[config.mk]
export PLATFORM = sky130hd
export DESIGN_NAME = fetch_unit
export DESIGN_NICKNAME = d
export VERILOG_FILES = /design/src/rtl/proc_pkg.sv /design/src/rtl/fetch_unit.sv
export SDC_FILE = /design/constraint.sdc
export NUM_CORES = 1
export LEC_CHECK = 0
export BUFFER_PORTS_ARGS = -buffer_cell sky130_fd_sc_hd__buf_2
export CAP_MARGIN = 5
export CORE_MARGIN = 4
export CORE_UTILIZATION = 30
export DETAILED_ROUTE_END_ITERATION = 16
export HOLD_SLACK_MARGIN = 0.1
export MAX_ROUTING_LAYER = met4
export PLACE_DENSITY = 0.58
export SLEW_MARGIN = 25
export SYNTH_ARGS = -nofsm -noshare
export SYNTH_HDL_FRONTEND = slang
export SYNTH_SLANG_ARGS = --single-unit
export TNS_END_PERCENT = 10
[constraint.sdc]
create_clock -name clk -period 1.55 [get_ports clk]
set_input_delay 0.155 -clock clk [delete_from_list [all_inputs] [get_ports clk]]
set_output_delay 0.155 -clock clk [all_outputs]
set_load 0.1 [all_outputs]
[src/rtl/proc_pkg.sv]
// Shared definitions for the 4-bit processor: opcodes,
// fetch FSM encoding and address width.
package proc_pkg;

  localparam int ADDR_W = 4;

  localparam logic [3:0] HALT_OP   = 4'd0;
  localparam logic [3:0] SOMA      = 4'd1;
  localparam logic [3:0] SUBTRACAO = 4'd2;
  localparam logic [3:0] MULT      = 4'd3;
  localparam logic [3:0] DIV       = 4'd4;
  localparam logic [3:0] AND       = 4'd5;
  localparam logic [3:0] OR        = 4'd6;
  localparam logic [3:0] XOR       = 4'd7;

  typedef enum logic [2:0] {
    S_IDLE,
    S_FETCH,
    S_LATCH,
    S_ISSUE,
    S_HALTED
  } fetch_state_t;

endpackage

[src/rtl/fetch_unit.sv]
// Instruction fetch stage: PC, ROM latency absorption and
// valid/ready issue of opcodes to the execute stage.
module fetch_unit #(
  parameter int         PROG_LEN = 16,
  parameter logic [3:0] HALT_OP  = 4'b0000
) (
  input  logic       clk,
  input  logic       rst_n,
  input  logic       start,
  output logic [3:0] addr_p,
  input  logic [3:0] out_prom,
  output logic [3:0] instr,
  output logic       instr_valid,
  input  logic       exec_ready,
  output logic       busy,
  output logic       halted
);
  import proc_pkg::*;

  localparam logic [ADDR_W-1:0] LAST =
    ADDR_W'(PROG_LEN - 1);

  fetch_state_t state, state_d;
  logic [ADDR_W-1:0] addr_d;
  logic [3:0] instr_d;
  logic valid_d;

  always_ff @(posedge clk or negedge rst_n) begin
    if (!rst_n) begin
      state       <= S_IDLE;
      addr_p      <= '0;
      instr       <= '0;
      instr_valid <= 1'b0;
    end else begin
      state       <= state_d;
      addr_p      <= addr_d;
      instr       <= instr_d;
      instr_valid <= valid_d;
    end
  end

  always_comb begin
    state_d = state;
    addr_d  = addr_p;
    instr_d = instr;
    valid_d = instr_valid;
    case (state)
      S_IDLE, S_HALTED: begin
        if (start) begin
          addr_d  = '0;
          state_d = S_FETCH;
        end
      end
      S_FETCH: state_d = S_LATCH;
      S_LATCH: begin
        // ROM output now reflects addr_p registered last edge
        if (out_prom == HALT_OP) begin
          state_d = S_HALTED;
        end else begin
          instr_d = out_prom;
          valid_d = 1'b1;
          state_d = S_ISSUE;
        end
      end
      S_ISSUE: begin
        if (exec_ready) begin
          valid_d = 1'b0;
          if (addr_p == LAST) begin
            state_d = S_HALTED;
          end else begin
            addr_d  = addr_p + 4'd1;
            state_d = S_FETCH;
          end
        end
      end
      default: state_d = S_IDLE;
    endcase
  end

  assign busy   = (state == S_FETCH) ||
                  (state == S_LATCH) ||
                  (state == S_ISSUE);
  assign halted = (state == S_HALTED);

endmodule

==> summary.md, run 1 <==
| Metric | Value |
|---|---|
| EDFF count, synth | 0 |
| Final Critical Period | 1470 ps |
| Initial drt markers | 2 |
| Distinct cells, synth | 30 |
| Vias in the first global route | 474 |
| # nets final | 87 |
| Setup Skew | 0.663 ps |
| Period utilisation layout | 94.9% |
| DR pass1 iterations | 4 |
| Initial antenna violation count | 0 |
| Synthesized cell area | 626 µm² |
| Fraction of registers with async set/reset | 100% |
| FF+latch count, synth | 12 |
| Via count | 520 |
| Crit Path Max Fanout | 8 |
| Global-route wire length before repair | 2110 µm |
| Die height | 53.7 µm |
| TritonCTS clock tree | built |
| Core footprint | 0.00196 mm² |
| Most frequent cells in the layout | buf_2 (16), dfrtp_1 (12) |
| Worst Hold End | instr[2]$_DFFE_PN0P_ |
| Final Hold Fails | 0 |
| # diodes | 0 |
| # IOs | 19 |
| Fin. max-slew vios | 0 |
| Syn Inst Count | 54 |
| Critical path startpoint category | flop |
| Fmax | 680 MHz |
| Arrival time worst endpoint | 1320 ps |
| Die W | 53.7 µm |
| Synth warn | 0 |
| Hold slack | 121 ps |
| Htree depth | 1 |
| Setup slack, reg-to-reg | 200 ps |
| Status | finished clean |
| RePlAce Congestion | 0.783 |
| Clk sinks | 12 |
| Hold Path Stages | 2 |
| Rows | 16 |
| R2r endpoint | instr[1]$_DFFE_PN0P_ |
| R2R cell count | 3 |
| Initial Util | 31.9% |
| Number of remaining DRC errors | 0 |
| Hpwl dp | 1060 µm |
| CTS root buffer | clkbuf_4 |
| HP Class | primary input to flop |
| Setup ws final | 79.2 ps |
| Die area | 0.00288 mm² |
| Area Growth Syn to Fin | 34.2% |
| Post-Place Worst Slack | 148 ps |
| Commonest non-fill, non-tap cell in the layout | buf_2 |
| Worst Setup End Kind | output pin |
| Top FF cell, synth | dfrtp_1 |
| Drt total wl | 1300 µm |
| All-layer global routing usage | 10.9% |
| Buffers on Ports | 18 |
| Routed len/inst | 12.5 µm |
| Total gr overflow | 0 |
| Hold Path Origin | out_prom[2] |
| Layout cells sized above 1 | 36.4% |
| Clock insertion delay at the later pin of the skew report | 270 ps |
| Final setup TNS | 0 ps |
| Slew headroom | 67.6% |
| CTS Buf Count | 3 |
| Maxcap violations | 0 |
| Post-synth net total | 63 |
| Part of the Yosys area used for sequential elements | 48.0% |
| Clock Tree Buf Depth | 2 |
| Final Setup Violations | 0 |
| Worst Path Required | 1390 ps |
| Pin count of the biggest net entering global routing | 13 |
| Crit path kind | flop to output pin |
| Syn Area/Cell | 11.6 µm² |
| Routed vias/inst | 5.00 |
| FF-to-FF Start | state[0]$_DFFE_PN0P_ |
| Worst-Margin Slew | 489 ps |
| RSZ-0062 raised after global routing | false |
| Post-route ant nets | 0 |
| CTS clk-pin slew, worst paths | 80 ps |
[critical path, stage by stage, from the launching register on]
cell     delay [ps]
dfrtp_1         490
nor2_4          180
and2_1          180
buf_12          180
[routing by layer]
layer	global-route usage [%]	up-vias	wire length [µm]
met5	-	-	0
met4	8.94	0	27
met3	1.94	2	49
met2	16.7	14	657
met1	12.3	244	564
li1	-	260	-
[worst max-delay path by stage]
stage	startpoint	end
5_1_grt	state[0]$_DFFE_PN0P_	halted
4_1_cts	state[0]$_DFFE_PN0P_	halted
3_5_place_dp	out_prom[1]	instr[1]$_DFFE_PN0P_
3_3_place_gp	out_prom[1]	instr[3]$_DFFE_PN0P_
6_report	state[0]$_DFFE_PN0P_	halted
2_1_floorplan	addr_p[0]$_DFFE_PN0P_	addr_p[3]$_DFFE_PN0P_
[sequential cells by signal, summed over array words and instances, names as in the netlist]
signal	flops
state	3
addr_p	4
instr_valid	1
instr	4
[cells by family (layout without fill, tap and decap cells)]
| logic type | after synthesis | in the layout | share of synthesized area, % |
|---|---|---|---|
| compound gates | 13 | 13 | 16.4 |
| xor+xnor | 3 | 3 | 4.20 |
| fa+ha+maj | 1 | 1 | 2.00 |
| buf+inv | 2 | 25 | 1.20 |
| flops | 12 | 12 | 48.0 |
| mux | 4 | 4 | 7.00 |
| simple gates | 19 | 19 | 21.2 |
[cell type report]
cell class	count	area [µm²]
clock buffer	4	36.3
tap	27	33.8
multi-input combinational	40	328
sequential	12	300
fill	200	1120
inverter	1	3.75
timing repair buffer	20	138
[Yosys cell counts, drive strengths merged (2+ instances only)]
master  number  share of area, %
nand4        2               2.0
a22o         3               4.2
nand2        4               3.6
nor2b        2               2.0
a311oi       2               2.8
dfrtp       12                48
xnor2        2               2.8
a21oi        2               1.6
nand3        2               1.6
nor2         2               1.2
mux2         3               5.4
[through the flow]
step / std cells / utilization (%) / area, µm²
after floorplan: 54 / - / 628
after global placement: 99 / 40.1 / 786
after detailed placement: 99 / 40.1 / 786
after CTS: 104 / 42.5 / 835
after global routing: 104 / 42.8 / 840
final: 104 / 42.8 / 840
[repair_timing]
action,4_1_cts,5_1_grt
hold buffers,1,0
hold endpoints to repair,12,0
buffers inserted,0,0
resized for setup,1,1
setup endpoints to repair,1,1
gates cloned,0,0
Power of run 1 is left out: the tool's default activity adds up to more than one toggle a clock period on the data nets, which glitch-free logic cannot reach.
==> run 2: changes to the inputs <==
Settings changed: BUFFER_PORTS_ARGS -buffer_cell sky130_fd_sc_hd__buf_2 to -buffer_cell sky130_fd_sc_hd__buf_4.
==> run 2 against run 1 <==
  * Global-route usage rose by 0.60 points
  * Register-to-register slack got worse by 40 ps
  * Utilization up 0.26 points
  * Maximum frequency shrank 0.58%
  * Routed wire length grew 4.8%
  * Non-clock buffer count did not move
  * Via count is 0.19% higher
  * Clock skew is 1.6 ps higher
  * Die area did not move
  * First-iteration DRC count grew to 3.5 times the previous value
  * Cell area up 0.60%
  * Final cell count shrank 0.96%
==> summary.md, run 2 (synthesis gave the netlist of run 1 again) <==
| Metric | Value |
|---|---|
| R2r endpoint | instr[1]$_DFFE_PN0P_ |
| Hpwl dp | 1040 µm |
| R2R cell count | 3 |
| Biggest regs | addr_p (4), instr (4), state (3) |
| Critical path's slowest cell | dfrtp_1 |
| CTS root buffer | clkbuf_4 |
| Number of remaining DRC errors | 0 |
| Drt total wl | 1360 µm |
| CP cell instances | nor2_4, and2_1, buf_6 |
| Pin count of the biggest net entering global routing | 13 |
| Arrival time worst endpoint | 1320 ps |
| # IOs | 19 |
| Period utilisation layout | 95.4% |
| Htree depth | 1 |
| Initial drt markers | 7 |
| FF-to-FF Start | state[0]$_DFFE_PN0P_ |
| Layout cells sized above 1 | 35.5% |
| All-layer global routing usage | 11.5% |
| Clk sinks | 12 |
| Post-layout util | 43.0% |
| Slowest stage delay, CP | 500 ps |
| Maxcap violations | 0 |
| Slew headroom | 77.4% |
| # nets final | 87 |
| Clock insertion delay at the later pin of the skew report | 260 ps |
| Fin. max-slew vios | 0 |
| Die W | 53.7 µm |
| TritonCTS clock tree | built |
| RSZ-0062 raised after global routing | false |
| Rows | 16 |
| Status | finished clean |
| Total gr overflow | 0 |
| Worst Hold End | instr[3]$_DFFE_PN0P_ |
| Final Critical Period | 1480 ps |
| Critical path startpoint category | flop |
| Worst-Margin Slew | 338 ps |
| CTS clk-pin slew, worst paths | 70 ps |
| Setup slack, reg-to-reg | 160 ps |
| Postcts setup bufs | 0 |
| Hold Path Origin | out_prom[3] |
| Hold Path Stages | 2 |
| Area Growth Syn to Fin | 35.0% |
| Die height | 53.7 µm |
| Fmax | 676 MHz |
| Setup Skew | 2.23 ps |
| Initial Util | 31.9% |
| Routed vias/inst | 5.06 |
| Via count | 521 |
| Initial antenna violation count | 0 |
| Vias in the first global route | 500 |
| Post-route ant nets | 0 |
| HP Class | primary input to flop |
| Worst Setup End Kind | output pin |
| RePlAce Congestion | 0.803 |
| Final Setup Violations | 0 |
| # diodes | 0 |
| Layout Cells excl Fill | 103 |
| Final Hold Fails | 0 |
| Placed Instances | 99 |
| Crit Path Max Fanout | 8 |
| Buffers on Ports | 18 |
| Global-route wire length before repair | 2320 µm |
| CTS Buf Count | 3 |
| Layout fillers | 204 |
| Commonest non-fill, non-tap cell in the layout | buf_4 |
| Routed len/inst | 13.2 µm |
| Clock Tree Buf Depth | 2 |
| Core footprint | 0.00196 mm² |
| Most frequent cells in the layout | buf_4 (18), dfrtp_1 (12) |
| Die area | 0.00288 mm² |
| Worst Path Required | 1390 ps |
| Crit path kind | flop to output pin |
| DR pass1 iterations | 4 |
-- run 2: worst max-delay path by stage --
stage / slack [ps] / from / to
floorplan: -340 / addr_p[0]$_DFFE_PN0P_ / addr_p[3]$_DFFE_PN0P_
global placement: 180 / out_prom[1] / instr[3]$_DFFE_PN0P_
detailed placement: 150 / out_prom[1] / instr[1]$_DFFE_PN0P_
CTS: 20 / state[0]$_DFFE_PN0P_ / halted
global route: 5 / state[0]$_DFFE_PN0P_ / halted
finish: 70 / state[0]$_DFFE_PN0P_ / halted
-- run 2: repair_timing --
action / 4_1_cts / 5_1_grt
setup endpoints to repair: 1 / 1
gates resized for setup: 2 / 1
endpoints found under the hold margin: 12 / 0
pin swaps: 0 / 0
cloned: 0 / 0
hold buffers: 1 / 0
-- run 2: metrics by stage --
step	area (µm²)	hold WS [ps]	setup slack [ps]	setup TNS, ps
global route	845	129	4.52	0
CTS	840	122	16.8	0
detailed placement	801	3.82	148	0
floorplan	628	-141	-338	-1750
global placement	801	6.81	176	0
finish	845	127	70.6	0
-- run 2: routing by layer --
layer	part of all wire, %	track usage [%]	vias up
li1	-	-	255
met1	45	13.7	253
met2	48	17.5	11
met3	4.6	2.22	2
met4	2.0	7.66	0
met5	0	-	-
-- run 2: cell type report --
class                   instances  area (µm²)  area share (%)
flip-flops and latches         12         300            35.6
multi-input cells              40         328            38.8
well taps                      27        33.8            4.00
repair buffers                 20         156            18.5
clock buffers                   3        22.5            2.67
inverters                       1        3.75           0.444
-- run 2: worst max-delay path: cells and delay by family, from the launching register on --
family / cells / cell delay [ps]
DFF: 1 / 500
and+or+nand+nor: 2 / 340
buffers and inverters: 1 / 220
Power of run 2 is left out for the same reason.
